## src/rtl/alu181_serial_seq_pkg.sv

```systemverilog
// rtl/alu181_serial_seq_pkg.sv - shared constants and state encoding for the slice-serial 74181 ALU
package alu181_serial_seq_pkg;

    // Common function select codes
    localparam logic [3:0] ALU_S_ADD   = 4'b1001;
    localparam logic [3:0] ALU_S_SUB   = 4'b0110;
    localparam logic [3:0] ALU_S_PASSA = 4'b0000;

    // Mode select
    localparam logic ALU_M_ARITH = 1'b0;
    localparam logic ALU_M_LOGIC = 1'b1;

    typedef enum logic {
        ST_IDLE = 1'b0,
        ST_RUN  = 1'b1
    } alu_state_t;

endpackage

```

## src/rtl/alu181_slice.sv

```systemverilog
// rtl/alu181_slice.sv - combinational SLICE-bit 74181 cell group with carry in/out
//   i_a, i_b : operand slice bits
//   i_s      : function select s[3:0]
//   i_m      : 0 = arithmetic, 1 = logic
//   i_cin    : carry into the slice LSB
//   o_f      : slice result bits
//   o_cout   : carry out of the slice MSB (0 in logic mode)
module alu181_slice
    import alu181_serial_seq_pkg::*;
#(
    parameter int SLICE = 4
) (
    input  logic [SLICE-1:0] i_a,
    input  logic [SLICE-1:0] i_b,
    input  logic [3:0]       i_s,
    input  logic             i_m,
    input  logic             i_cin,
    output logic [SLICE-1:0] o_f,
    output logic             o_cout
);

    logic [SLICE-1:0] w_x;
    logic [SLICE-1:0] w_y;
    logic [SLICE:0]   w_sum;

    assign w_x = i_a | (i_b & {SLICE{i_s[0]}}) | (~i_b & {SLICE{i_s[1]}});
    assign w_y = (i_a & ~i_b & {SLICE{i_s[2]}}) | (i_a & i_b & {SLICE{i_s[3]}});

    // One extra bit on the adder captures the slice carry out
    assign w_sum = {1'b0, w_x} + {1'b0, w_y} + {{SLICE{1'b0}}, i_cin};

    assign o_f    = (i_m == ALU_M_LOGIC) ? ~(w_x ^ w_y) : w_sum[SLICE-1:0];
    assign o_cout = (i_m == ALU_M_LOGIC) ? 1'b0 : w_sum[SLICE];

endmodule

```

## src/rtl/alu181_serial_seq.sv

```systemverilog
// rtl/alu181_serial_seq.sv - multi-cycle slice-serial 74181-style ALU with start/busy/done handshake
//   clk, rst   : clock (rising edge), asynchronous active-high reset
//   start      : request, sampled only while busy=0
//   a, b       : operands; s : function select; m : mode; cin : carry in
//   f, cout, eq: registered result, MSB carry out, all-ones flag
//   busy, done : operation in progress, one-cycle completion pulse
module alu181_serial_seq
    import alu181_serial_seq_pkg::*;
#(
    parameter int WIDTH = 16,
    parameter int SLICE = 4
) (
    input  logic             clk,
    input  logic             rst,
    input  logic             start,
    input  logic [WIDTH-1:0] a,
    input  logic [WIDTH-1:0] b,
    input  logic [3:0]       s,
    input  logic             m,
    input  logic             cin,
    output logic [WIDTH-1:0] f,
    output logic             cout,
    output logic             eq,
    output logic             busy,
    output logic             done
);

    localparam int N     = WIDTH / SLICE;
    localparam int CNT_W = (N > 1) ? $clog2(N) : 1;

    // The result shift register holds only the slices not yet final, so at
    // least two slices are needed for it to have a nonzero width.
    generate
        if ((WIDTH % SLICE) != 0 || WIDTH <= SLICE) begin : g_bad_params
            $error("alu181_serial_seq: WIDTH must be a multiple of SLICE and larger than SLICE");
        end
    endgenerate

    alu_state_t             r_state;
    alu_state_t             w_state_next;
    logic                   w_accept;
    logic                   w_last;

    logic [CNT_W-1:0]       r_cnt;
    logic [WIDTH-1:0]       r_a;
    logic [WIDTH-1:0]       r_b;
    logic [3:0]             r_s;
    logic                   r_m;
    logic                   r_carry;
    logic [WIDTH-SLICE-1:0] r_acc;

    logic [WIDTH-1:0]       r_f;
    logic                   r_cout;
    logic                   r_eq;
    logic                   r_busy;
    logic                   r_done;

    logic [SLICE-1:0]       w_slice_f;
    logic                   w_slice_cout;
    logic [WIDTH-1:0]       w_acc_next;

    // Operand registers shift right each slice, so the slice always sees bits [SLICE-1:0]
    alu181_slice #(.SLICE(SLICE)) u_slice (
        .i_a    (r_a[SLICE-1:0]),
        .i_b    (r_b[SLICE-1:0]),
        .i_s    (r_s),
        .i_m    (r_m),
        .i_cin  (r_carry),
        .o_f    (w_slice_f),
        .o_cout (w_slice_cout)
    );

    // New slice enters at the top; after N slices the LSB slice has reached bit 0
    assign w_acc_next = {w_slice_f, r_acc};

    always_ff @(posedge clk or posedge rst) begin
        if (rst) begin
            r_state <= ST_IDLE;
        end else begin
            r_state <= w_state_next;
        end
    end

    always_comb begin
        w_state_next = r_state;
        w_accept     = 1'b0;
        w_last       = 1'b0;
        case (r_state)
            ST_IDLE: begin
                if (start) begin
                    w_accept     = 1'b1;
                    w_state_next = ST_RUN;
                end
            end
            ST_RUN: begin
                if (r_cnt == CNT_W'(N - 1)) begin
                    w_last       = 1'b1;
                    w_state_next = ST_IDLE;
                end
            end
            default: w_state_next = ST_IDLE;
        endcase
    end

    always_ff @(posedge clk or posedge rst) begin
        if (rst) begin
            r_cnt   <= '0;
            r_a     <= '0;
            r_b     <= '0;
            r_s     <= '0;
            r_m     <= 1'b0;
            r_carry <= 1'b0;
            r_acc   <= '0;
            r_f     <= '0;
            r_cout  <= 1'b0;
            r_eq    <= 1'b0;
            r_busy  <= 1'b0;
            r_done  <= 1'b0;
        end else begin
            r_done <= 1'b0;
            if (w_accept) begin
                r_a     <= a;
                r_b     <= b;
                r_s     <= s;
                r_m     <= m;
                r_carry <= cin;
                r_cnt   <= '0;
                r_busy  <= 1'b1;
            end else if (r_state == ST_RUN) begin
                r_a     <= r_a >> SLICE;
                r_b     <= r_b >> SLICE;
                r_acc   <= w_acc_next[WIDTH-1:SLICE];
                r_carry <= w_slice_cout;
                r_cnt   <= r_cnt + CNT_W'(1);
                if (w_last) begin
                    r_f    <= w_acc_next;
                    r_cout <= w_slice_cout;
                    r_eq   <= &w_acc_next;
                    r_done <= 1'b1;
                    r_busy <= 1'b0;
                end
            end
        end
    end

    assign f    = r_f;
    assign cout = r_cout;
    assign eq   = r_eq;
    assign busy = r_busy;
    assign done = r_done;

endmodule
```

## config.mk

```make
export PLATFORM = sky130hd
export DESIGN_NAME = alu181_serial_seq
export DESIGN_NICKNAME = d
export VERILOG_FILES = /design/src/rtl/alu181_serial_seq_pkg.sv /design/src/rtl/alu181_slice.sv /design/src/rtl/alu181_serial_seq.sv
export SDC_FILE = /design/constraint.sdc
export NUM_CORES = 1
export LEC_CHECK = 0
export CORE_MARGIN = 4
export CORE_UTILIZATION = 25
export CTS_BUF_LIST = sky130_fd_sc_hd__clkbuf_8
export CTS_CLUSTER_DIAMETER = 120
export DETAILED_ROUTE_END_ITERATION = 6
export GPL_TIMING_DRIVEN = 1
export PLACE_DENSITY = 0.54
export RECOVER_POWER = 100
export SYNTH_ARGS = -nofsm -noshare
export SYNTH_HDL_FRONTEND = slang
export SYNTH_SLANG_ARGS = --single-unit
```

## constraint.sdc

```tcl
create_clock -name clk -period 2.8 [get_ports clk]
set_input_delay 0.56 -clock clk [delete_from_list [all_inputs] [get_ports clk]]
set_output_delay 0.56 -clock clk [all_outputs]
set_load 0.05 [all_outputs]
```

==> results of run 1 <==
[power by group through the flow]
stage               Combinational, mW  Sequential, mW  Clock [mW]
floorplan                        1.18            2.23           0
global placement                 2.17            1.90           0
detailed placement               2.21            1.91           0
CTS                              2.22            1.89       0.956
global route                     2.34            1.96       0.995
finish                           2.12            1.88       0.921
[final cells by class]
| cell class | count | area share (%) |
|---|---|---|
| clock buffers | 9 | 2.899 |
| inverters | 4 | 0.3514 |
| flip-flops and latches | 73 | 42.75 |
| well taps | 172 | 5.037 |
| clock inverters | 7 | 2.196 |
| repair buffers | 64 | 14.79 |
| multi-input cells | 187 | 31.98 |
[flip-flops by register name (all words and copies together) (netlist names)]
name	cells
eq	1
cout	1
r_acc	12
r_m	1
f	16
r_s	4
done	1
r_b	16
r_carry	1
r_cnt	2
r_a	16
r_state	1
busy	1
[Yosys cell counts]
| cell type | count |
|---|---|
| dfrtp_1 | 73 |
| mux2i_1 | 37 |
| nand2_1 | 37 |
| o21ai_0 | 32 |
| mux2_2 | 26 |
| nor2_1 | 13 |
| clkbuf_1 | 10 |
| nor2b_1 | 9 |
| buf_2 | 5 |
| ha_1 | 5 |
| a211o_1 | 4 |
| inv_1 | 4 |
| o31ai_1 | 4 |
| nand4_1 | 3 |
| a21oi_1 | 2 |
| and3b_1 | 2 |
| fa_1 | 2 |
| a211oi_1 | 1 |
| a21boi_0 | 1 |
| a21o_1 | 1 |
| a22o_1 | 1 |
| buf_4 | 1 |
| nand2_4 | 1 |
| nand3_1 | 1 |
| nor3b_1 | 1 |
| o211ai_1 | 1 |
| o41ai_2 | 1 |
| or3_1 | 1 |
| or4_1 | 1 |
[worst paths after layout]
kind                                to  slack, ns  cells past startpoint
worst max-delay path            r_s[1]       0.35                      4
worst min-delay path             f[13]       0.48                      2
worst max register to register  r_s[1]       0.35                      4
worst min register to register   f[13]       0.48                      2
max in group asynchronous       r_s[2]       0.62                      3
min in group asynchronous         f[8]       0.89                      2
[worst max-delay path, cell delays in order (launching register included)]
cell and delay [ns]:
dfrtp_1 0.58, clkbuf_2 0.66, nor2b_1 0.30, clkbuf_1 0.40
mux2_2 0.39
[through the flow]
stage	util, %	std cells	worst slack [ns]
floorplan	-	280	0.3867
global placement	32.09	500	0.4480
detailed placement	32.09	500	0.3631
CTS	33.80	516	0.3772
global route	33.59	516	0.1623
finish	33.59	516	0.3493
[kinds of logic after synthesis]
group                    after synthesis  synth area share [%]
AO/OA/AOI/OAI                         48                 8.835
adder cells (fa/ha/maj)                7                 3.123
buffers and inverters                 20                 2.589
flip-flops                            73                 55.60
multiplexers                          63                 20.18
AND/OR/NAND/NOR                       69                 9.673
[per-layer routing]
metal  vias up  part of all wire [%]
met4         0                   1.6
li1       1104                     -
met2        39                    46
met1      1108                    49
met3        11                   4.0
met5         -                     0
==> qor.yml, run 1 <==
drtIter0Drc: 52
synth_nets: 328
vias: 2262
ys_types: 29
hold_class: "flop to flop"
num_rows: 41
power_density_nw_per_um2: 1151
max_freq_mhz: 408.0
yosys_warnings: 0
switching_share_pct: 41.27
postCtsHoldBufs: 0
busiest_layer: "met2"
final_common_cell: "dfrtp_1"
die_x_um: 122.6
cts_tree: "yes"
crit_path_max_fanout: 59
required_ns: 3.03
yosys_register_bits: 73
dr.pass1.iters: 4
fp.coreArea_um2: 12720
fin_crit_ns: 2.451
ir_worst_vdd_uv: 518.6
grtUsageMet1_pct: 14.29
start_util_pct: 25.83
gr-usage-all-layers_pct: 10.43
dp.final_hpwl_um: 5208
maxCapViolations: 0
slew_viol_final: 0
r2r-start: "r_state"
fill_cells: 1349
h-tree-depth: 3
maxSlewHeadroom_pct: 31.31
routed_wl_um: 7342
startpoint: "r_state"
arrival_ns: 2.68
fin_nets: 387
p_total_mw: 4.919
grt_max_degree: 60
ys_top_cells_by_area: "dfrtp_1 56%, mux2i_1 11%, mux2_2 8.9%"
cts_sinks: 73
rsz0062_at_grt: "false"
root_buffer: "clkbuf_8"
crit_path_end_kind: "flop"
multi_input_area_um2: 1366
stdcell_area_um2: 4273
drcViolationCount: 0
routabilityCongestion: 0.8117
setup_viol: 0
placed_area_um2: 4083
synth_seq_area_share_pct: 55.60
hold_viol_final: 0
clkTransAtPathRegs_ns: 0.09
final-seq-area_um2: 1827
yosysTopAreaCell: "dfrtp_1"
avgRoutedWirePerCell_um: 14.23
post_cts_buffers: 0
hp-start: "f[13]"
grt_pass1_vias: 2321
cts_buffers: 9
drive_gt1_share_pct: 13.66
fin_setup_tns_ns: 0
p_leak_nw: 1.910
die_h_um: 122.6
gr-total-overflow: 0
grt_pass1_wl_um: 12100
syn_avg_cell_area_um2: 11.73
numPortBuffers: 60
final_cell_mix: "73 x dfrtp_1, 38 x clkdlybuf4s50_1, 37 x mux2i_1, 37 x nand2_1, 32 x o21ai_0"
io_pins: 61
gr-usage-met2_pct: 15.36
clock_latency_ns: 0.35
synth_cells: 280
power_frac_comb_pct: 43.0
cts_resized: 0
synth_area_um2: 3286
clk_path_buf_depth: 2
finalCritPeriodShare_pct: 87.53
ant_nets: 0
cp-start-kind: "flop"
holdWs_ns: 0.4795
synth_top_cell_area_share_pct: 55.60
finClkSkew_ns: 0.01104
tightest_slew_ns: 1.029
status: "complete, no violations"
antenna_found_initial: 0
die_area_um2: 15040
syn2layout_area_growth_pct: 30.05
antennaDiodeCount: 0
p_int_mw: 2.889
setup.worst_path.class: "flop to flop"
p_switching_mw: 2.030
vias_per_cell: 4.384
clockPowerShare_pct: 18.7
use_met3_pct: 2.627
seqPwrFrac_pct: 38.3
(Power assumes the default switching activity.)
==> inputs of run 2 (changes only) <==
--- a/config.mk
+++ b/config.mk
@@ -10,9 +10,10 @@
 export CTS_BUF_LIST = sky130_fd_sc_hd__clkbuf_8
 export CTS_CLUSTER_DIAMETER = 120
 export DETAILED_ROUTE_END_ITERATION = 6
-export GPL_TIMING_DRIVEN = 1
+export GPL_TIMING_DRIVEN = 0
 export PLACE_DENSITY = 0.54
 export RECOVER_POWER = 100
+export SKIP_CTS_REPAIR_TIMING = 1
 export SYNTH_ARGS = -nofsm -noshare
 export SYNTH_HDL_FRONTEND = slang
 export SYNTH_SLANG_ARGS = --single-unit
==> qor.yml, run 2 (synthesis gave the netlist of run 1 again) <==
status: "complete, no violations"
clock_latency_ns: 0.35  # about the same
grt_pass1_vias: 2405  # +3.6%
required_ns: 3.03  # about the same
crit_chain: "nor2b_1 > a211o_1 > fa_1 > fa_1 > or3_1 > o211ai_1 > o41ai_2"
avgRoutedWirePerCell_um: 14.76  # +3.7%
crit_top_cell: "fa_1"
gr-usage-all-layers_pct: 11.11  # +0.69 points
die_x_um: 122.6  # unchanged
p_leak_nw: 1.921  # +0.58%
ir_worst_vdd_uv: 378.3  # -27%
cp-start-kind: "flop"
routed_wl_um: 7792  # +6.1%
clk_path_buf_depth: 2  # unchanged
hold_class: "flop to flop"
vias: 2313  # +2.3%
max_freq_mhz: 409.0  # +0.24%
crit_slowest_cell: "dfrtp_1"
rsz0062_at_grt: "false"
setup.worst_path.class: "flop to flop"
dp.final_hpwl_um: 5791  # +11%
fin_crit_ns: 2.445  # -0.005846 ns
grt_pass1_wl_um: 12810  # +5.9%
fp.coreArea_um2: 12720  # unchanged
setup_ws_ns: 0.3551  # +0.005846 ns
post-route-util_pct: 33.87  # +0.29 points
finalCritPeriodShare_pct: 87.32  # -0.21 points
stdcell_area_um2: 4309  # +0.85%
io_pins: 61  # unchanged
grt_max_degree: 52  # -13%
maxSlewHeadroom_pct: 25.59  # -5.7 points
final_cell_mix: "73 x dfrtp_1, 38 x nand2_1, 38 x clkdlybuf4s50_1, 37 x mux2i_1, 32 x o21ai_0"
setup_viol: 0  # unchanged
numPortBuffers: 59  # -1.7%
h-tree-depth: 3  # unchanged
fin_setup_tns_ns: 0  # unchanged
final_common_cell: "dfrtp_1"
cts_tree: "yes"
tightest_slew_ns: 1.110  # +0.08078 ns
drtIter0Drc: 79  # +52%
dr.pass1.iters: 4  # unchanged
routabilityCongestion: 0.8045  # -0.89%
syn2layout_area_growth_pct: 31.15
dp_slack_ns: 0.3783  # +0.01518 ns
crit_path_end_kind: "flop"
maxCapViolations: 0  # unchanged
holdWs_ns: 0.4800  # +0.0004570 ns
hold_viol_final: 0  # unchanged
ant_nets: 0  # unchanged
vias_per_cell: 4.381  # about the same
cts_sinks: 73  # unchanged
root_buffer: "clkbuf_8"
antennaDiodeCount: 0  # unchanged
drive_gt1_share_pct: 13.76  # +0.10 points
crit_path_max_fanout: 5  # -92%
placed_area_um2: 4121  # +0.95%
cts_buffers: 9  # unchanged
clkTransAtPathRegs_ns: 0.09  # about the same
antenna_found_initial: 0  # unchanged
arrival_ns: 2.67  # about the same
critical_path.max_stage_delay_ns: 0.42  # -0.24 ns
power_density_nw_per_um2: 1140  # -0.99%
die_h_um: 122.6  # unchanged
die_area_um2: 15040  # unchanged
start_util_pct: 25.83  # unchanged
fin_nets: 399  # +3.1%
num_rows: 41  # unchanged
finClkSkew_ns: 0.009879  # -0.001158 ns
gr-total-overflow: 0  # unchanged
fill_cells: 1338  # -0.82%
slew_viol_final: 0  # unchanged
drcViolationCount: 0  # unchanged
run 2: cell types whose count changed in the layout (fill, tap and decap cells not counted), sizes merged:
cell	delta
bufinv	-1
clkbuf	+9
buf	+3
inv	+1
run 2: routing by layer:
metal / routed length [µm] / global-route usage [%] / part of all wire, % / vias to the layer above
li1: - / - / - / 1123
met1: 3638 / 14.79 / 47 / 1139
met2: 3523 / 16.28 / 45 / 41
met3: 519 / 4.378 / 6.7 / 10
met4: 110 / 4.199 / 1.4 / 0
met5: 0 / 0 / 0 / -
run 2: metrics by stage:
step	power, mW	cells
floorplan	3.410	280
global placement	4.116	511
detailed placement	4.169	512
CTS	5.054	528
global route	5.290	528
finish	4.912	528
run 2: report_power, final:
group | switching (mW) | internal, mW | total, mW
registers | 0.329 | 1.51 | 1.83
logic | 1.32 | 0.898 | 2.22
clock network | 0.436 | 0.421 | 0.857
run 2: final cells by class:
type | count | area (µm²) | area share, %
clock buffers | 9 | 123.9 | 2.875
repair buffers | 60 | 618.1 | 14.34
clock inverters | 7 | 77.57 | 1.800
inverters | 4 | 16.27 | 0.3775
well taps | 172 | 215.2 | 4.994
plain buffers | 16 | 65.06 | 1.510
flip-flops and latches | 73 | 1827 | 42.39
multi-input cells | 187 | 1366 | 31.71
run 2: path summary, 6_finish.rpt:
path                       startpoint     end  slack, ns  cells after the start
max                            r_s[1]      eq       0.36                      7
min                             f[14]   f[14]       0.48                      2
max reg2reg                    r_s[1]      eq       0.36                      7
min reg2reg                     f[14]   f[14]       0.48                      2
max in group asynchronous         rst  r_a[6]       1.19                      3
min in group asynchronous         rst    f[8]       0.86                      2
run 2: critical path: cells and delay by family (launching register included):
kind | cells | cell delay, ns
and+or+nand+nor | 2 | 0.55
adders and majority gates | 2 | 0.84
AOI/OAI and AO/OA | 3 | 0.51
DFF | 1 | 0.42
==> inputs of run 3 (changes only) <==
--- a/config.mk
+++ b/config.mk
@@ -6,12 +6,12 @@
 export NUM_CORES = 1
 export LEC_CHECK = 0
 export CORE_MARGIN = 4
-export CORE_UTILIZATION = 25
+export CORE_UTILIZATION = 54
 export CTS_BUF_LIST = sky130_fd_sc_hd__clkbuf_8
 export CTS_CLUSTER_DIAMETER = 120
 export DETAILED_ROUTE_END_ITERATION = 6
 export GPL_TIMING_DRIVEN = 0
-export PLACE_DENSITY = 0.54
+export PLACE_DENSITY = 0.92
 export RECOVER_POWER = 100
 export SKIP_CTS_REPAIR_TIMING = 1
 export SYNTH_ARGS = -nofsm -noshare
==> qor.yml, run 3 (synthesis gave the netlist of run 1 again) <==
multi_input_area_um2: 1366  # unchanged
antennaDiodeCount: 0  # unchanged
crit_buf_inv: 0  # unchanged
startpoint: "r_s[1]"
avgRoutedWirePerCell_um: 17.72  # +20%
final_common_cell: "dfrtp_1"
fp.coreArea_um2: 5921  # -53%
cts_buffers: 9  # unchanged
cts_sinks: 73  # unchanged
hold_viol_final: 0  # unchanged
vias: 2414  # +4.4%
syn2layout_area_growth_pct: 28.14
cp-start-kind: "flop"
max_freq_mhz: 404.0  # -1.2%
drtIter0Drc: 169  # +110%
crit_slowest_cell: "fa_1"
hold_depth: 2  # unchanged
violations: "capacitance limit"
final-seq-area_um2: 1827  # unchanged
setup_ws_ns: 0.3248  # -0.03039 ns
die_h_um: 86.01  # -30%
maxSlewHeadroom_pct: 1.046  # -25 points
final_cell_mix: "73 x dfrtp_1, 38 x nand2_1, 38 x clkdlybuf4s50_1, 37 x mux2i_1, 32 x o21ai_0"
gr-usage-all-layers_pct: 22.35  # +11 points
ir_worst_vdd_uv: 674.7  # +78%
dr.pass1.iters: 4  # unchanged
stdcell_area_um2: 4210  # -2.3%
tightest_slew_ns: 1.482  # +0.3721 ns
drcViolationCount: 0  # unchanged
fin_setup_tns_ns: 0  # unchanged
num_rows: 28  # -32%
p_total_mw: 5.140  # +4.6%
dp.final_hpwl_um: 5230  # -9.7%
r2r-start: "r_s[1]"
grt_max_degree: 74  # +42%
dp_slack_ns: 0.3723  # -0.005948 ns
critical-path-top-delay-family: "adder cells"
antenna_found_initial: 0  # unchanged
grt_pass1_wl_um: 12840  # +0.27%
slew_viol_final: 0  # unchanged
numPortBuffers: 59  # unchanged
h-tree-depth: 3  # unchanged
grt_pass1_vias: 2602  # +8.2%
crit_path_end_kind: "flop"
clkTransAtPathRegs_ns: 0.08  # about the same
start_util_pct: 55.49  # +30 points
clock_latency_ns: 0.35  # about the same
finClkSkew_ns: 0.009626  # -0.0002525 ns
setup_viol: 0  # unchanged
crit_chain: "nor2b_1 > a211o_1 > fa_1 > fa_1 > or3_1 > nand2_1 > o21ai_0"
ff2ff_path_depth: 7  # unchanged
instances_no_fill: 430  # -19%
maxCapViolations: 1  # +1
fin_crit_ns: 2.475  # +0.03039 ns
ant_nets: 0  # unchanged
routabilityCongestion: 0.8116  # +0.88%
die_area_um2: 7397  # -51%
finalCritPeriodShare_pct: 88.40  # +1.1 points
r2r-end: "r_acc[10]"
hold_class: "flop to flop"
routed_wl_um: 7620  # -2.2%
drive_gt1_share_pct: 13.52  # -0.24 points
p_leak_nw: 1.934  # +0.71%
crit_top_cell: "fa_1"
vias_per_cell: 5.614  # +28%
fill_cells: 394  # -71%
rsz0062_at_grt: "false"
arrival_ns: 2.69  # +0.02 ns
root_buffer: "clkbuf_8"
die_x_um: 86.01  # -30%
cts_tree: "yes"
status: "finished with violations"
crit_end: "r_acc[10]"
dp_cells: 414  # -19%
gr-total-overflow: 0  # unchanged
clk_path_buf_depth: 2  # unchanged
io_pins: 61  # unchanged
setup.worst_path.class: "flop to flop"
placed_area_um2: 3973  # -3.6%
required_ns: 3.01  # -0.02 ns
cp_num_cells: 7  # unchanged
reg2reg_slack_ns: 0.32  # -0.03 ns
crit_path_max_fanout: 5  # unchanged
power_density_nw_per_um2: 1221  # +7.1%
critical_path.max_stage_delay_ns: 0.43  # about the same
fin_nets: 398  # -0.25%
## run 3: changes by cell type in the layout (fill, tap and decap cells not counted), sizes merged
cell / previous run / this run
bufinv: 1 / 3
inv: 6 / 4
buf: 5 / 4
clkbuf: 21 / 22
clkinvlp: 2 / 1
## run 3: worst min path at each step
stage	startpoint	end	slack, ns
6_report	f[13]	f[13]	0.48
5_1_grt	f[13]	f[13]	0.51
4_1_cts	r_a[13]	r_a[9]	0.49
3_5_place_dp	r_a[13]	r_a[9]	0.47
3_3_place_gp	r_a[8]	r_a[4]	0.46
2_1_floorplan	r_a[4]	r_a[0]	0.45
## run 3: final cells by class
cell class	instances	area share (%)
Clock inverter	6	2.734
Clock buffer	10	3.269
Buffer	16	1.545
Multi-Input combinational cell	187	32.45
Inverter	4	0.3566
Sequential cell	73	43.39
Tap cell	75	2.229
Timing Repair Buffer	59	14.03
## run 3: worst reg2reg max path: cells and delay by family (launching register included)
| family | cells | cell delay [ns] |
|---|---|---|
| flip-flops | 1 | 0.42 |
| adder cells (fa/ha/maj) | 2 | 0.85 |
| AO/OA/AOI/OAI | 2 | 0.40 |
| AND/OR/NAND/NOR | 3 | 0.68 |
## run 3: where the power goes
| group | leakage, nW | switching (mW) | internal, mW |
|---|---|---|---|
| Combinational | 0.893 | 1.35 | 0.898 |
| Clock | 0.123 | 0.416 | 0.619 |
| Sequential | 0.919 | 0.351 | 1.51 |
## run 3: layer usage
layer | share of wire [%] | wire (µm) | vias to the layer above | track usage, %
met1 | 42 | 3184 | 1222 | 28.42
li1 | - | - | 1121 | -
met4 | 2.4 | 180 | 0 | 9.784
met2 | 52 | 3944 | 54 | 37.07
met5 | 0 | 0 | - | 0
met3 | 4.1 | 311 | 17 | 4.419
## run 3: metrics by stage
stage                     hold slack (ns)  utilization (%)
after global routing               0.5056            71.11
after floorplan                    0.4492                -
final                              0.4777            71.11
after detailed placement           0.4716            67.10
after global placement             0.4597            67.05
after CTS                          0.4883            71.37
